--- src/rtl/conv_pkg.sv ---
// Phase codes shared with the memory controller, plus a counter-width helper.
package conv_pkg;

    typedef enum logic [1:0] {
        LOAD = 2'b00,
        PROC = 2'b01,
        OUT  = 2'b10,
        IDLE = 2'b11
    } phase_e;

    // Bits needed to hold every value 0..max_val (at least one bit).
    function automatic int unsigned cnt_width(input int unsigned max_val);
        return (max_val < 1) ? 1 : $clog2(max_val + 1);
    endfunction

endpackage

--- src/rtl/conv_modcnt.sv ---
// Wrap-around counter 0..MAX with enable, synchronous clear and terminal-count flag.
module conv_modcnt
    import conv_pkg::*;
#(
    parameter int unsigned MAX   = 7,
    parameter int unsigned WIDTH = cnt_width(MAX)
) (
    input  logic             clk,
    input  logic             rst,
    input  logic             i_en,
    input  logic             i_clr,
    output logic [WIDTH-1:0] o_cnt,
    output logic             o_tc_c
);

    logic [WIDTH-1:0] cnt_q;
    logic [WIDTH-1:0] cnt_d;

    assign o_tc_c = (cnt_q == WIDTH'(MAX));
    assign o_cnt  = cnt_q;

    always_comb begin
        cnt_d = cnt_q;
        if (i_clr) begin
            cnt_d = '0;
        end else if (i_en) begin
            cnt_d = o_tc_c ? '0 : cnt_q + WIDTH'(1);
        end
    end

    always_ff @(posedge clk or posedge rst) begin
        if (rst) begin
            cnt_q <= '0;
        end else begin
            cnt_q <= cnt_d;
        end
    end

endmodule

--- src/rtl/conv_seq.sv ---
// Line-buffer convolution sequencer: LOAD column blocks, PROC, stream OUT, per pass.
// Define CONV_SEQ_ERR_EN to build the sticky protocol-error detector behind o_err.
module conv_seq
    import conv_pkg::*;
#(
    parameter int unsigned N          = 2,
    parameter int unsigned IMG_WIDTH  = 8,
    parameter int unsigned IMG_HEIGHT = 5
) (
    input  logic                         clk,
    input  logic                         rst,
    input  logic                         i_start,
    input  logic                         i_load_valid,
    input  logic                         i_out_ready,
    output logic                         o_sop,
    output logic                         o_eop,
    output logic                         o_chblk,
    output logic [$clog2(IMG_WIDTH)-1:0] o_addr,
    output logic                         o_out_valid,
    output logic                         o_frame_done,
    output logic                         o_err
);

    localparam int unsigned AW        = $clog2(IMG_WIDTH);
    localparam int unsigned PASSES    = IMG_HEIGHT - N;
    localparam int unsigned PW        = cnt_width(PASSES);
    localparam int unsigned BW        = cnt_width(N + 1);
    localparam int unsigned LAST_WORD = IMG_WIDTH - N - 1;

    phase_e        state_q, state_d;
    logic          chblk_q, chblk_d;
    logic          out_valid_q, out_valid_d;
    logic          frame_done_q, frame_done_d;

    logic [AW-1:0] addr_cnt;
    logic          addr_en, addr_clr, addr_tc_c;
    logic [PW-1:0] pass_cnt;
    logic          pass_en, pass_clr, pass_tc_c;
    logic [BW-1:0] blk_cnt;
    logic          blk_en, blk_clr, blk_tc_c;
    logic          last_blk_c;

    conv_modcnt #(.MAX(IMG_WIDTH - 1), .WIDTH(AW)) u_addr_cnt (
        .clk(clk), .rst(rst), .i_en(addr_en), .i_clr(addr_clr),
        .o_cnt(addr_cnt), .o_tc_c(addr_tc_c)
    );

    conv_modcnt #(.MAX(PASSES), .WIDTH(PW)) u_pass_cnt (
        .clk(clk), .rst(rst), .i_en(pass_en), .i_clr(pass_clr),
        .o_cnt(pass_cnt), .o_tc_c(pass_tc_c)
    );

    conv_modcnt #(.MAX(N + 1), .WIDTH(BW)) u_blk_cnt (
        .clk(clk), .rst(rst), .i_en(blk_en), .i_clr(blk_clr),
        .o_cnt(blk_cnt), .o_tc_c(blk_tc_c)
    );

    // The first pass fills all N+1 line-buffer banks; later passes refill one.
    assign last_blk_c = (pass_cnt == '0) ? blk_tc_c : (blk_cnt == BW'(1));

    always_comb begin
        state_d      = state_q;
        chblk_d      = 1'b0;
        out_valid_d  = 1'b0;
        frame_done_d = 1'b0;
        addr_en      = 1'b0;
        addr_clr     = 1'b0;
        pass_en      = 1'b0;
        pass_clr     = 1'b0;
        blk_en       = 1'b0;
        blk_clr      = 1'b0;

        unique case (state_q)
            IDLE: begin
                addr_clr = 1'b1;
                pass_clr = 1'b1;
                blk_clr  = 1'b1;
                if (i_start) begin
                    state_d = LOAD;
                end
            end
            LOAD: begin
                // Load words arriving during the block-done pulse are dropped.
                if (chblk_q) begin
                    if (last_blk_c) begin
                        state_d = PROC;
                        blk_clr = 1'b1;
                    end
                end else if (i_load_valid) begin
                    addr_en = 1'b1;
                    if (addr_tc_c) begin
                        chblk_d = 1'b1;
                        blk_en  = 1'b1;
                    end
                end
            end
            PROC: begin
                if (addr_cnt == AW'(LAST_WORD)) begin
                    addr_clr    = 1'b1;
                    out_valid_d = 1'b1;
                    state_d     = OUT;
                end else begin
                    addr_en = 1'b1;
                end
            end
            OUT: begin
                // All words of the pass are sent; valid stays low in the pulse cycle.
                if (chblk_q) begin
                    if (pass_tc_c) begin
                        state_d      = IDLE;
                        frame_done_d = 1'b1;
                    end else begin
                        state_d = LOAD;
                    end
                end else begin
                    out_valid_d = 1'b1;
                    if (out_valid_q && i_out_ready) begin
                        if (addr_cnt == AW'(LAST_WORD)) begin
                            addr_clr    = 1'b1;
                            pass_en     = 1'b1;
                            chblk_d     = 1'b1;
                            out_valid_d = 1'b0;
                        end else begin
                            addr_en = 1'b1;
                        end
                    end
                end
            end
            default: state_d = IDLE;
        endcase
    end

    always_ff @(posedge clk or posedge rst) begin
        if (rst) begin
            state_q      <= IDLE;
            chblk_q      <= 1'b0;
            out_valid_q  <= 1'b0;
            frame_done_q <= 1'b0;
        end else begin
            state_q      <= state_d;
            chblk_q      <= chblk_d;
            out_valid_q  <= out_valid_d;
            frame_done_q <= frame_done_d;
        end
    end

    assign o_sop        = state_q[0];
    assign o_eop        = state_q[1];
    assign o_addr       = addr_cnt;
    assign o_chblk      = chblk_q;
    assign o_out_valid  = out_valid_q;
    assign o_frame_done = frame_done_q;

`ifdef CONV_SEQ_ERR_EN
    logic err_q, err_d;

    always_comb begin
        err_d = err_q | (i_load_valid && (state_q != LOAD))
                      | (i_start && (state_q != IDLE));
    end

    always_ff @(posedge clk or posedge rst) begin
        if (rst) begin
            err_q <= 1'b0;
        end else begin
            err_q <= err_d;
        end
    end

    assign o_err = err_q;
`else
    assign o_err = 1'b0;
`endif

endmodule

--- config.mk ---
export PLATFORM = sky130hd
export DESIGN_NAME = conv_seq
export DESIGN_NICKNAME = d
export VERILOG_FILES = /design/src/rtl/conv_pkg.sv /design/src/rtl/conv_modcnt.sv /design/src/rtl/conv_seq.sv
export SDC_FILE = /design/constraint.sdc
export NUM_CORES = 1
export LEC_CHECK = 0
export CAP_MARGIN = 20
export CORE_MARGIN = 1
export CORE_UTILIZATION = 53
export CTS_BUF_LIST = sky130_fd_sc_hd__clkbuf_8
export DETAILED_ROUTE_END_ITERATION = 10
export PLACE_DENSITY = 0.8
export SLEW_MARGIN = 0
export SYNTH_ARGS = -nofsm -noshare
export SYNTH_HDL_FRONTEND = slang
export SYNTH_HIERARCHICAL = 1
export SYNTH_SLANG_ARGS = --single-unit
--- constraint.sdc ---
create_clock -name clk -period 2.7 [get_ports clk]
set_input_delay 0.675 -clock clk [delete_from_list [all_inputs] [get_ports clk]]
set_output_delay 0.675 -clock clk [all_outputs]
set_load 0.02 [all_outputs]
After elaboration in Yosys (flattened, before gate mapping). Cells that the tools add are included.

Bits of input ports: 5. Output and inout bits: 9. Logic and storage cells: 73. Bits in registers: 12.

Reductions and logical operators: 7. Mux-type cells: 43. Add/sub/neg operators: 3. Equality and inequality tests: 13.

Operators with widths (count): 2-to-1 mux 2 bit (12); 2-to-1 mux 1 bit (22); != test 2 bit (second input constant) (5); 2-to-1 mux 3 bit (3); == test 2 bit (second input constant) (4); case mux 2 bit (4 select lines) (1); == test 3 bit (second input constant) (2); case mux 1 bit (2 select lines) (3); case mux 1 bit (3 select lines) (2); nonzero test 2 bit (3); AND reduction 5 bit (1); adder 2 x 1 -> 2 bit (second input constant) (2); == test 2 x 1 -> 1 bit (second input constant) (2); zero test 2 bit (2); adder 3 x 1 -> 3 bit (second input constant) (1); logical AND 1 bit (1).

Logic depth before layout (Yosys ltp). Gate-level depths: netlist of the first run.

Depth after elaboration: 7. Depth in mapped cells: 8. Gate-level depth less buffers: 8.

By module. Netlist of the first run, hierarchy kept.

Modules (own cells, without submodules): conv_seq (seq. area each 127.6 sq um, cells an instance 48, area each 416.6 sq um, instances 1); conv_modcnt at u_blk_cnt ... (seq. area each 50.0 sq um, cells an instance 9, area each 103.8 sq um, instances 2); conv_modcnt at u_addr_cnt (seq. area each 75.1 sq um, cells an instance 13, area each 155.1 sq um, instances 1).

Worst setup path after synthesis of the first run. OpenSTA, ideal clock, no wires.

Path type: reg-to-reg. Start: register state_q[1]. End: register u_addr_cnt.cnt_q[0] (netlist: u_addr_cnt/o_cnt[0]). Required time: 2.627 ns. Slack: 0.687 ns. Cell stages (with the launch flop): 8. Buffers on the path: 0. Setup time: 0.073 ns. Clock period less this slack: 2.013 ns. Arrival: 1.940 ns. Cell sequence: dfstp_2 -> ha_1 -> nor2b_1 -> a31o_2 -> a21oi_1 -> nor2_1 -> or3b_1 -> a21oi_2.

Longest elaborated chain between the ends: 3. Elaborated cells on any way between the ends: 8. Classes of those cells: 3 x eq/ne; 3 x mux; 2 x reduce/logical.

Ends and longest elaborated chain: start, declared (RTL line conv_seq.sv:30) `phase_e state_q, state_d;`; start signal, assigned (RTL line conv_seq.sv:140) `state_q <= state_d;`; == test 2 bit (tied with other cells) (RTL line conv_seq.sv:73) `unique case (state_q)`; case mux 1 bit (3 select lines) (*) (RTL line conv_seq.sv:73); via addr_en (RTL line conv_seq.sv:36) `logic addr_en, addr_clr, addr_tc_c;`; nonzero test 2 bit (no line) (*); end signal, assigned (RTL line conv_modcnt.sv:35) `cnt_q <= cnt_d;`; end, declared (RTL line conv_modcnt.sv:16) `logic [WIDTH-1:0] cnt_q;`.

Mark *: on every way through the listed nets, which the timed path passes. The rest lies on a longest branch. A chain may end at the register's enable or synchronous reset.

Worst setup path after layout of the first run. Same ends and word-level chain as after synthesis.

==> flow_summary.toml, run 1 <==
[outcome]
outcome = "complete, no violations"

[setup_path]
critPathArrivalTime_ns = 2.37
cpPeakStageDelay_ns = 0.59
end_kind = "flip-flop"
start_kind = "flip-flop"
path_class = "reg -> reg"
critPathLaunch = "state_q[1]$_DFFE_PP1P_"
crit_chain = "ha_1, nor2b_1, a31o_2, a21oi_1, nor2_1, or3b_1, a21oi_2"
reg2reg_depth = 7
critPathSlowestCell = "dfstp_2"
required_ns = 2.86
crit_fanout = 7
r2r_start = "state_q[1]$_DFFE_PP1P_"

[routing]
wirelength_um = 1434
post-route-drc-count = 0
dr.pass1.iters = 4
drt-initial-drc-count = 7
vias = 600
vias_per_cell = 5.505
postRouteAntennaNets = 0
wl_per_cell_um = 13.16

[logic_synthesis]
seq_area_frac_synth = 0.3884
synth_mux_area_frac = 0.09310
synthXorXnorAreaFrac = 0
synth_top_family_by_area = "simple AND/OR/NAND/NOR gates"
synth_cell_types = 28
synth_area_leaders = "dfrtp_1 (32%), ha_1 (14%), dfstp_2 (6.7%), mux2i_1 (6.4%), nor2_1 (4.3%)"
synth-simple-area-share = 0.2183
syn_nets = 93
synth_top_area_share = 0.3210
ys_ff_latch = 12
synth-compound-area-share = 0.1075
avgSynthCellArea_um2 = 9.867
syn_inst = 79
yosys_warnings = 6
synth_top_area_cell = "dfrtp_1"
synth_area_um2 = 779.5
synth_fa_ha_area_frac = 0.1445

[power_and_ir_drop]
sw_frac_of_total = 0.3898
seqPwrFrac = 0.309
irDropWorstVdd_mv = 0.5286
power.density_nw_per_um2 = 1077
p_switching_uw = 405.6
power_uw = 1041
p_clk_frac = 0.187
p_int_uw = 635.0
leakage_uw = 0.0004648
pwr-share-comb = 0.504

[min_path]
hp-class = "reg -> reg"
hp-start = "u_blk_cnt/o_cnt[1]$_DFFE_PP0P_"
holdPathStages = 2

[cts]
clockBufferDepth = 2
cts-resized-gates = 0
clock_latency_ns = 0.24
numCtsBuffers = 3
cts_setup_buffers = 0
htree_num_levels = 1
path_clk_slew_ns = 0.05
clkSinkCount = 12
tritoncts = "yes"
holdBufCountCts = 0
cts-root-buf = "clkbuf_8"

[die]
dieArea_um2 = 1628
core_um2 = 1334
ios = 14
start_util = 0.5844
die_h_um = 40.35
num_rows = 13
fp.dieW_um = 40.35

[global_route]
antenna_found_initial = 0
grt_pass1_vias = 547
grt_overflow_total = 0
grt_max_degree = 8
grt_pass1_wl_um = 2318
grt_usage = 0.2206

[timing]
rsz0062_at_grt = "no"
max_freq_mhz = 452.5
hold_viol = 0
fin_ws_ns = 0.4899
fin_skew_ns = 0.0009152
finalCriticalPeriod_ns = 2.210
maxSlewViolCount = 0
tns_ns = 0
setup_viol = 0
fin_crit_sh = 0.8186

[final_layout]
drive_gt1_frac = 0.1277
finalNetCount = 109
nFillCells = 103
antenna_cells = 0
syn_to_final_growth_pct = 23.92
postLayoutCellArea_um2 = 965.9

[placed_design]
place_area_um2 = 910.9
dp_hpwl_um = 1126
routabilityCongestion = 0.7346
pre_cts_ws_ns = 0.4406
portBuffers = 12

[flow_run]
maxCapViolations = 0
[Yosys cell counts]
master,number
nand2b_1,3
nor2b_1,4
buf_4,1
a31o_2,1
a22oi_1,1
mux2_1,2
o21ai_0,2
dfstp_2,2
conb_1,1
nand2_1,2
nand3b_1,1
mux2i_1,5
nor2_1,9
ha_1,9
a21oi_1,3
inv_1,7
or2_2,1
and2_1,1
or3b_1,3
dfrtp_1,10
and3b_1,1
a221o_1,1
a21oi_2,3
nand3_1,2
nor3b_1,1
o22ai_1,1
nor2_2,1
and3_1,1
[cell type report]
| cell class | count | area [µm²] | share of cell area |
|---|---|---|---|
| flip-flops and latches | 12 | 302.8 | 0.3135 |
| clock buffers | 4 | 55.05 | 0.05699 |
| inverters | 7 | 26.28 | 0.02720 |
| well taps | 15 | 18.77 | 0.01943 |
| multi-input cells | 59 | 442.9 | 0.4585 |
| repair buffers | 12 | 120.1 | 0.1244 |
[cell families (layout without fill, tap and decap cells)]
logic type,count (synthesis),count (layout)
and+or+nand+nor,30,30
DFF,12,12
other,1,1
adders and majority gates,9,9
muxes,7,7
buffers and inverters,8,23
AOI/OAI and AO/OA,12,12
[registers in the layout (all words and copies together) (netlist names)]
signal            flops
o_out_valid           1
o_chblk               1
state_q               2
o_frame_done          1
u_pass_cnt/o_cnt      2
u_blk_cnt/o_cnt       2
u_addr_cnt/o_cnt      3
[power by group through the flow]
stage	logic, µW	registers, µW	clock network, µW
finish	524	322	195
global route	589	335	206
CTS	527	322	199
detailed placement	518	325	0
floorplan	314	363	0
global placement	508	320	0
[critical path: cells and delay by family, from the launching register on]
family / cells / cell delay [ns]
fa+ha+maj: 1 / 0.27
compound gates: 3 / 0.40
simple gates: 3 / 0.87
flops: 1 / 0.59
[per-stage QoR]
stage | instances | hold WS [ns] | utilization
2_1_floorplan | 79 | 0.4162 | -
3_3_place_gp | 105 | 0.5581 | 0.6829
3_5_place_dp | 105 | 0.5451 | 0.6829
4_1_cts | 109 | 0.5581 | 0.7242
5_1_grt | 109 | 0.5821 | 0.7242
6_report | 109 | 0.5594 | 0.7242
[final timing paths]
| path | end | slack [ns] |
|---|---|---|
| max reg2reg | u_addr_cnt/o_cnt[0]$_DFFE_PP0P_ | 0.49 |
| max in group asynchronous | state_q[0]$_DFFE_PP1P_ | 1.71 |
| min reg2reg | u_blk_cnt/o_cnt[1]$_DFFE_PP0P_ | 0.56 |
| max | u_addr_cnt/o_cnt[0]$_DFFE_PP0P_ | 0.49 |
| min | u_blk_cnt/o_cnt[1]$_DFFE_PP0P_ | 0.56 |
| min in group asynchronous | u_pass_cnt/o_cnt[1]$_DFFE_PP0P_ | 0.68 |
[placed cells by master, fill, tap and decap left out, drive strengths merged]
| master | count |
|---|---|
| a21oi | 6 |
| a221o | 1 |
| a22oi | 1 |
| a31o | 1 |
| and2 | 1 |
| and3 | 1 |
| and3b | 1 |
| clkbuf | 4 |
| clkdlybuf4s50 | 12 |
| conb | 1 |
| dfrtp | 10 |
| dfstp | 2 |
| ha | 9 |
| inv | 7 |
| mux2 | 2 |
| mux2i | 5 |
| nand2 | 2 |
| nand2b | 3 |
| nand3 | 2 |
| nand3b | 1 |
| nor2 | 10 |
| nor2b | 4 |
| nor3b | 1 |
| o21ai | 2 |
| o22ai | 1 |
| or2 | 1 |
| or3b | 3 |
[layer usage]
layer | wire length (µm) | vias up | GRT usage
li1 | - | 297 | -
met1 | 701 | 291 | 0.2690
met2 | 685 | 10 | 0.3770
met3 | 34 | 2 | 0.05000
met4 | 12 | 0 | 0.07500
met5 | 0 | - | 0
Power figures use the tool's default switching activity.
==> run 2, diff against run 1 <==
==> constraint.sdc (replaced) <==
create_clock -name clk -period 2.3 [get_ports clk]
set_input_delay 0.575 -clock clk [delete_from_list [all_inputs] [get_ports clk]]
set_output_delay 0.575 -clock clk [all_outputs]
set_load 0.02 [all_outputs]
==> run 2 against run 1 <==
Net effect: clock power grew 16%; sequential power up 17%; routed wire length is essentially flat; clock skew rose by 0.0047 ns; register-to-register slack worse by 0.25 ns; die area is the same; sequential share of layout area down 0.24 points; via count decreased by 0.67%; largest power group unchanged; highest routed layer unchanged.
==> flow_summary.toml, run 2 (synthesized netlist as in run 1, its figures left out) <==
[min_path]
worstHoldEndpoint = "u_blk_cnt/o_cnt[1]$_DFFE_PP0P_"
holdPathStages = 2
hp-start = "u_blk_cnt/o_cnt[1]$_DFFE_PP0P_"
hp-class = "reg -> reg"

[setup_path]
reg2reg_depth = 7
reg2reg_slack_ns = 0.24
path_class = "reg -> reg"
start_kind = "flip-flop"
crit_fanout = 7
critPathArrivalTime_ns = 2.22
end_kind = "flip-flop"
r2r_start = "state_q[1]$_DFFE_PP1P_"
reg2reg_to = "u_addr_cnt/o_cnt[0]$_DFFE_PP0P_"
required_ns = 2.46

[timing]
setup_viol = 0
fin_crit_sh = 0.8958
max_freq_mhz = 485.4
rsz0062_at_grt = "no"
fin_skew_ns = 0.005577
tns_ns = 0
finalCriticalPeriod_ns = 2.060
fin_ws_ns = 0.2397
maxSlewViolCount = 0
hold_viol = 0

[cts]
clock_latency_ns = 0.24
htree_num_levels = 1
holdBufCountCts = 0
tritoncts = "yes"
cts_setup_buffers = 0
clkSinkCount = 12
clockBufferDepth = 2
cts-root-buf = "clkbuf_8"
path_clk_slew_ns = 0.05
numCtsBuffers = 3
cts-resized-gates = 0

[die]
start_util = 0.5844
fp.dieW_um = 40.35
core_um2 = 1334
num_rows = 13
ios = 14
dieArea_um2 = 1628
die_h_um = 40.35

[final_layout]
postLayoutCellArea_um2 = 973.4
nFillCells = 107
finalNetCount = 110
antenna_cells = 0
syn_to_final_growth_pct = 24.88
fin_util = 0.7298
drive_gt1_frac = 0.1368
largest_reg_flops = 3
final_cell_mix = "clkdlybuf4s50_1 (12), dfrtp_1 (10), nor2_1 (9), ha_1 (9), inv_1 (7)"
layout_commonest_cell = "clkdlybuf4s50_1"

[placed_design]
dp_hpwl_um = 1161
routabilityCongestion = 0.7172
pre_cts_ws_ns = 0.09842
portBuffers = 12
place_area_um2 = 918.4

[power_and_ir_drop]
power.density_nw_per_um2 = 1254
irDropWorstVdd_mv = 0.6450
leakage_uw = 0.0004700

[global_route]
grt_overflow_total = 0
antenna_found_initial = 0
use_met3 = 0.08333
grt_pass1_wl_um = 2194
grt_usage = 0.2135
top_usage_layer = "met2"
grt_pass1_vias = 527
use_met2 = 0.3373
grt_max_degree = 8
grt.met1_usage = 0.2692

[flow_run]
maxCapViolations = 0

[outcome]
outcome = "complete, no violations"

[routing]
vias = 596
postRouteAntennaNets = 0
post-route-drc-count = 0
vias_per_cell = 5.418
wirelength_um = 1435
dr.pass1.iters = 4
drt-initial-drc-count = 13
wl_per_cell_um = 13.05
## run 2: area by class of cell
cell class / count / area (µm²) / share of cell area
clock buffers: 4 / 55.05 / 0.05656
inverters: 7 / 26.28 / 0.02699
well taps: 15 / 18.77 / 0.01928
multi-input cells: 59 / 442.9 / 0.4550
flip-flops and latches: 12 / 302.8 / 0.3111
repair buffers: 13 / 127.6 / 0.1311
## run 2: report_power, final
part / total (µW) / switching (µW) / internal (µW)
logic: 618 / 313 / 305
clock network: 226 / 75.3 / 151
registers: 376 / 81.2 / 295
## run 2: worst max-delay path: stages (launching register included)
cell and delay, ns:
dfstp_2 0.59, ha_1 0.19, nor2b_1 0.18, a31o_2 0.18
a21oi_1 0.06, nor2_1 0.25, or3b_1 0.40, a21oi_2 0.13
## run 2: worst max-delay path by stage
stage	to	depth (start not counted)	start	slack, ns
finish	u_addr_cnt/o_cnt[0]$_DFFE_PP0P_	7	state_q[1]$_DFFE_PP1P_	0.24
global route	u_addr_cnt/o_cnt[0]$_DFFE_PP0P_	7	state_q[1]$_DFFE_PP1P_	0.17
CTS	u_addr_cnt/o_cnt[0]$_DFFE_PP0P_	7	state_q[1]$_DFFE_PP1P_	0.26
detailed placement	u_pass_cnt/o_cnt[0]$_DFFE_PP0P_	5	i_out_ready	0.1
global placement	u_pass_cnt/o_cnt[0]$_DFFE_PP0P_	5	i_out_ready	0.20
floorplan	u_addr_cnt/o_cnt[0]$_DFFE_PP0P_	7	state_q[1]$_DFFE_PP1P_	0.29
## run 2: routing by layer
layer | routed length (µm) | vias to the layer above
li1 | - | 297
met1 | 675 | 277
met2 | 677 | 17
met3 | 70 | 5
met4 | 12 | 0
met5 | 0 | -
## run 2: per-stage QoR
stage	hold WS [ns]	cells	power [µW]
floorplan	0.3162	79	793.7
global placement	0.5574	106	980.9
detailed placement	0.5584	106	999.1
CTS	0.5701	110	1226
global route	0.5947	110	1324
finish	0.5608	110	1220
==> RTL edit 1, RTL diff (flow settings as in run 1) <==
Build with the macro `CONV_SEQ_ERR_EN` defined.
--- a/src/rtl/conv_seq.sv
+++ b/src/rtl/conv_seq.sv
@@ -1,4 +1,6 @@
 // Line-buffer convolution sequencer: LOAD column blocks, PROC, stream OUT, per pass.
 // Define CONV_SEQ_ERR_EN to build the sticky protocol-error detector behind o_err.
+`define CONV_SEQ_ERR_EN
+
 module conv_seq
     import conv_pkg::*;
Function: changed (Yosys sat finds a counterexample within 4 cycles, from zero or initial values and one cycle with rst high).
==> RTL edit 1 against run 1 <==
Synthesized area up 5.3%. Synthesized cell count up 2.5%. Via count up 7.2%. Wire length up 17%. Cell area up 5.8%. Total power up 4.6%. Largest power group unchanged. Critical path type is now reg2out. Setup slack better by 89 ps. Largest cell class unchanged. Critical endpoint is now o_sop. Sequential cell count up 1.
==> RTL edit 1: results (changes against run 1) <==
| Metric | Value |
|---|---|
| Cell types with the largest area share after synthesis | `sky130_fd_sc_hd__dfrtp_1 (34%), sky130_fd_sc_hd__ha_1 (14%), sky130_fd_sc_hd__dfstp_2 (6.4%)` |
| Worst vdd ir | `0.0005248 V (-0.73%)` |
| DP Wirelength | `1.288 mm (+14%)` |
| Sequential fraction of the synthesis area | `0.3994 (+0.01095)` |
| Slowest CP cell | `sky130_fd_sc_hd__clkdlybuf4s50_1` |
| Total via count after detailed routing | `643 (+7.2%)` |
| Top fanout value on the critical path | `6 (-1)` |
| Post-place setup slack | `459.1 ps (+18.51 ps)` |
| Clock tree skew after final layout | `1.451 ps (+0.5358 ps)` |
| # nets final | `114 (+4.6%)` |
| Delay of the slowest cell on the worst path | `620 ps (+30 ps)` |
| Placed cell area | `977.2 um2 (+7.3%)` |
| Wire length reported by the detailed router | `1.674 mm (+17%)` |
| Static power due to leakage | `0.4932 nW (+6.1%)` |
| Count of buffers from port buffering | `13 (+1)` |
| Final estimated routing congestion in global placement | `0.7335 (-0.15%)` |
| Initial detailed-routing violation count | `18 (+11)` |
| Number of antenna violations at the first check in global routing | `0 (unchanged)` |
| Post-Syn Nets | `95 (+2.2%)` |
| Cell variety after synth | `23 (-18%)` |
| Number of buffers inserted during clock tree synthesis | `3 (unchanged)` |
| Critical hold path startpoint | `o_err$_DFF_PP0_` |
| GRT Resource Usage Total | `0.2340 (+0.01349)` |
| Clock Root Buffer | `sky130_fd_sc_hd__clkbuf_8` |
| Vias per cell | `5.640 (+2.5%)` |
| Startpoint of the most critical setup path | `state_q[0]$_DFFE_PP1P_` |
| Wire length of the first global-routing pass | `2.477 mm (+6.9%)` |
| Ratio of cells with drive above 1 in the final layout | `0.1111 (-0.01655)` |
| Outcome | `finished, final reports clean` |
| Largest buffer count on any clock path | `2 (unchanged)` |
| Endpoint arrival time on the critical path | `1450 ps (-920 ps)` |
| List of most frequent post-synthesis cells | `sky130_fd_sc_hd__dfrtp_1 (11), sky130_fd_sc_hd__inv_1 (10), sky130_fd_sc_hd__nor2_1 (10)` |
| Synthesized area divided by synthesized cell count | `10.13 um2 (+2.7%)` |
| Number of filler instances in the final layout | `111 (+7.8%)` |
RTL edit 1: path summary, 6_finish.rpt:
check	to	depth (start not counted)	slack, ps
setup / recovery	o_sop	1	580
hold / removal	o_err$_DFF_PP0_	1	500
setup reg to reg	u_addr_cnt/o_cnt[0]$_DFFE_PP0P_	7	690
hold reg to reg	o_err$_DFF_PP0_	1	500
max in group asynchronous	state_q[0]$_DFFE_PP1P_	2	1690
min in group asynchronous	u_pass_cnt/o_cnt[0]$_DFFE_PP0P_	2	670
RTL edit 1: cell families (layout without fill, tap and decap cells):
group | Yosys count | after routing | synth area share
and+or+nand+nor | 28 | 28 | 0.2104
adders and majority gates | 9 | 9 | 0.1372
AOI/OAI and AO/OA | 14 | 14 | 0.1189
DFF | 13 | 13 | 0.3994
buffers and inverters | 10 | 28 | 0.04574
muxes | 7 | 7 | 0.08842
RTL edit 1: cell type report:
type	instances	area, um2	share of cell area
Multi-Input combinational cell	58	455.4	0.4455
Sequential cell	13	327.8	0.3207
Timing Repair Buffer	14	137.6	0.1346
Clock buffer	3	41.29	0.04039
Inverter	10	37.54	0.03672
Tap cell	15	18.77	0.01836
Clock inverter	1	3.754	0.003672
RTL edit 1: power breakdown:
group / internal [mW] / total (mW) / leakage (nW) / switching (mW)
logic: 0.280 / 0.573 / 0.306 / 0.292
registers: 0.266 / 0.345 / 0.161 / 0.0784
clock network: 0.100 / 0.171 / 0.0269 / 0.0708
total: 0.647 / 1.09 / 0.493 / 0.442
RTL edit 1: layer usage:
metal | global-route usage | part of all wire | vias up
met1 | 0.3289 | 0.49 | 309
met5 | 0 | 0 | -
met3 | 0.03191 | 0.051 | 2
li1 | - | - | 314
met2 | 0.3359 | 0.45 | 18
met4 | 0.1452 | 0.0072 | 0
==> RTL edit 2, RTL diff (settings of run 1) <==
Without the edit above. Set the parameter `IMG_HEIGHT` to 10 (it was 5).
--- a/src/rtl/conv_seq.sv
+++ b/src/rtl/conv_seq.sv
@@ -6,5 +6,5 @@
     parameter int unsigned N          = 2,
     parameter int unsigned IMG_WIDTH  = 8,
-    parameter int unsigned IMG_HEIGHT = 5
+    parameter int unsigned IMG_HEIGHT = 10
 ) (
     input  logic                         clk,
Function: no difference found for any inputs over 10 cycles, from zero or initial values and one cycle with rst high; that may be too few to reach the edited logic, so the function may still have changed.
==> RTL edit 2 against run 1 <==
Maximum frequency rose by 3.8%. Total power rose by 4.1%. Wire length rose by 13%. Setup slack improved by 81 ps. Synthesized area rose by 19%. Largest cell class unchanged. Die area rose by 18%. The flow now finishes with violations (design-rule violations). Cell area rose by 16%. Sequential cell count rose by 2.
==> RTL edit 2: results (changes against run 1) <==
| Metric | Value |
|---|---|
| DP Cell Count | `124 (+18%)` |
| Cell types with the largest area share after synthesis | `sky130_fd_sc_hd__dfrtp_1 (32%), sky130_fd_sc_hd__ha_1 (13%), sky130_fd_sc_hd__dfstp_2 (5.7%)` |
| Layout buffering overhead excluding clock cells | `0.1137 (-0.01064)` |
| Outcome | `finished, violations left` |
| Clock tree skew after final layout | `5.442 ps (+4.527 ps)` |
| Vias in the first global route | `666 (+22%)` |
| Mux contribution to synthesized area | `0.07827 (-0.01483)` |
| Sequential fraction of the synthesis area | `0.3806 (-0.007876)` |
| Ratio of cells with drive above 1 in the final layout | `0.1250 (-0.002660)` |
| Total via count after detailed routing | `696 (+16%)` |
| Smallest hold slack | `567.9 ps (+8.503 ps)` |
| Post-synthesis share of cell area spent on full adders, half adders and majority gates | `0.1350 (-0.009510)` |
| Post-place setup slack | `461.9 ps (+21.30 ps)` |
| Total area of sequential cells | `352.8 um2 (+17%)` |
| DRC errors left | `1 (+1)` |
| Flip-flop count of the largest register, all copies and words added | `4 (+1)` |
| Wire length of the first global-routing pass | `2.794 mm (+21%)` |
| Growth of design area from synthesis to finish | `21.05%` |
| Footprint of the multi-input gates | `533.0 um2 (+20%)` |
| Placed cell area | `1067 um2 (+17%)` |
| Violations in the final reports | `design-rule violations` |
| DP Wirelength | `1.254 mm (+11%)` |
| Static power due to leakage | `0.5273 nW (+13%)` |
| Initial detailed-routing violation count | `16 (+9)` |
| Total net switching power | `0.4160 mW (+2.6%)` |
RTL edit 2: cell types whose count changed after synthesis, moves of 2 or more:
cell | before | now
sky130_fd_sc_hd__inv_1 | 7 | 9
sky130_fd_sc_hd__a21oi_1 | 3 | 5
sky130_fd_sc_hd__dfrtp_1 | 10 | 12
sky130_fd_sc_hd__nand2_1 | 2 | 5
RTL edit 2: power groups by stage:
| stage | registers (mW) | clock network [mW] | logic, mW |
|---|---|---|---|
| finish | 0.347 | 0.204 | 0.532 |
| global route | 0.359 | 0.218 | 0.589 |
| CTS | 0.347 | 0.206 | 0.530 |
| detailed placement | 0.351 | 0 | 0.529 |
| global placement | 0.346 | 0 | 0.519 |
| floorplan | 0.393 | 0 | 0.325 |
RTL edit 2: metal layers:
layer / GRT usage / wire length (um) / vias up
li1: - / - / 359
met1: 0.2770 / 865 / 320
met2: 0.2925 / 694 / 13
met3: 0.03750 / 46 / 4
met4: 0.1125 / 17 / 0
met5: 0 / 0 / -
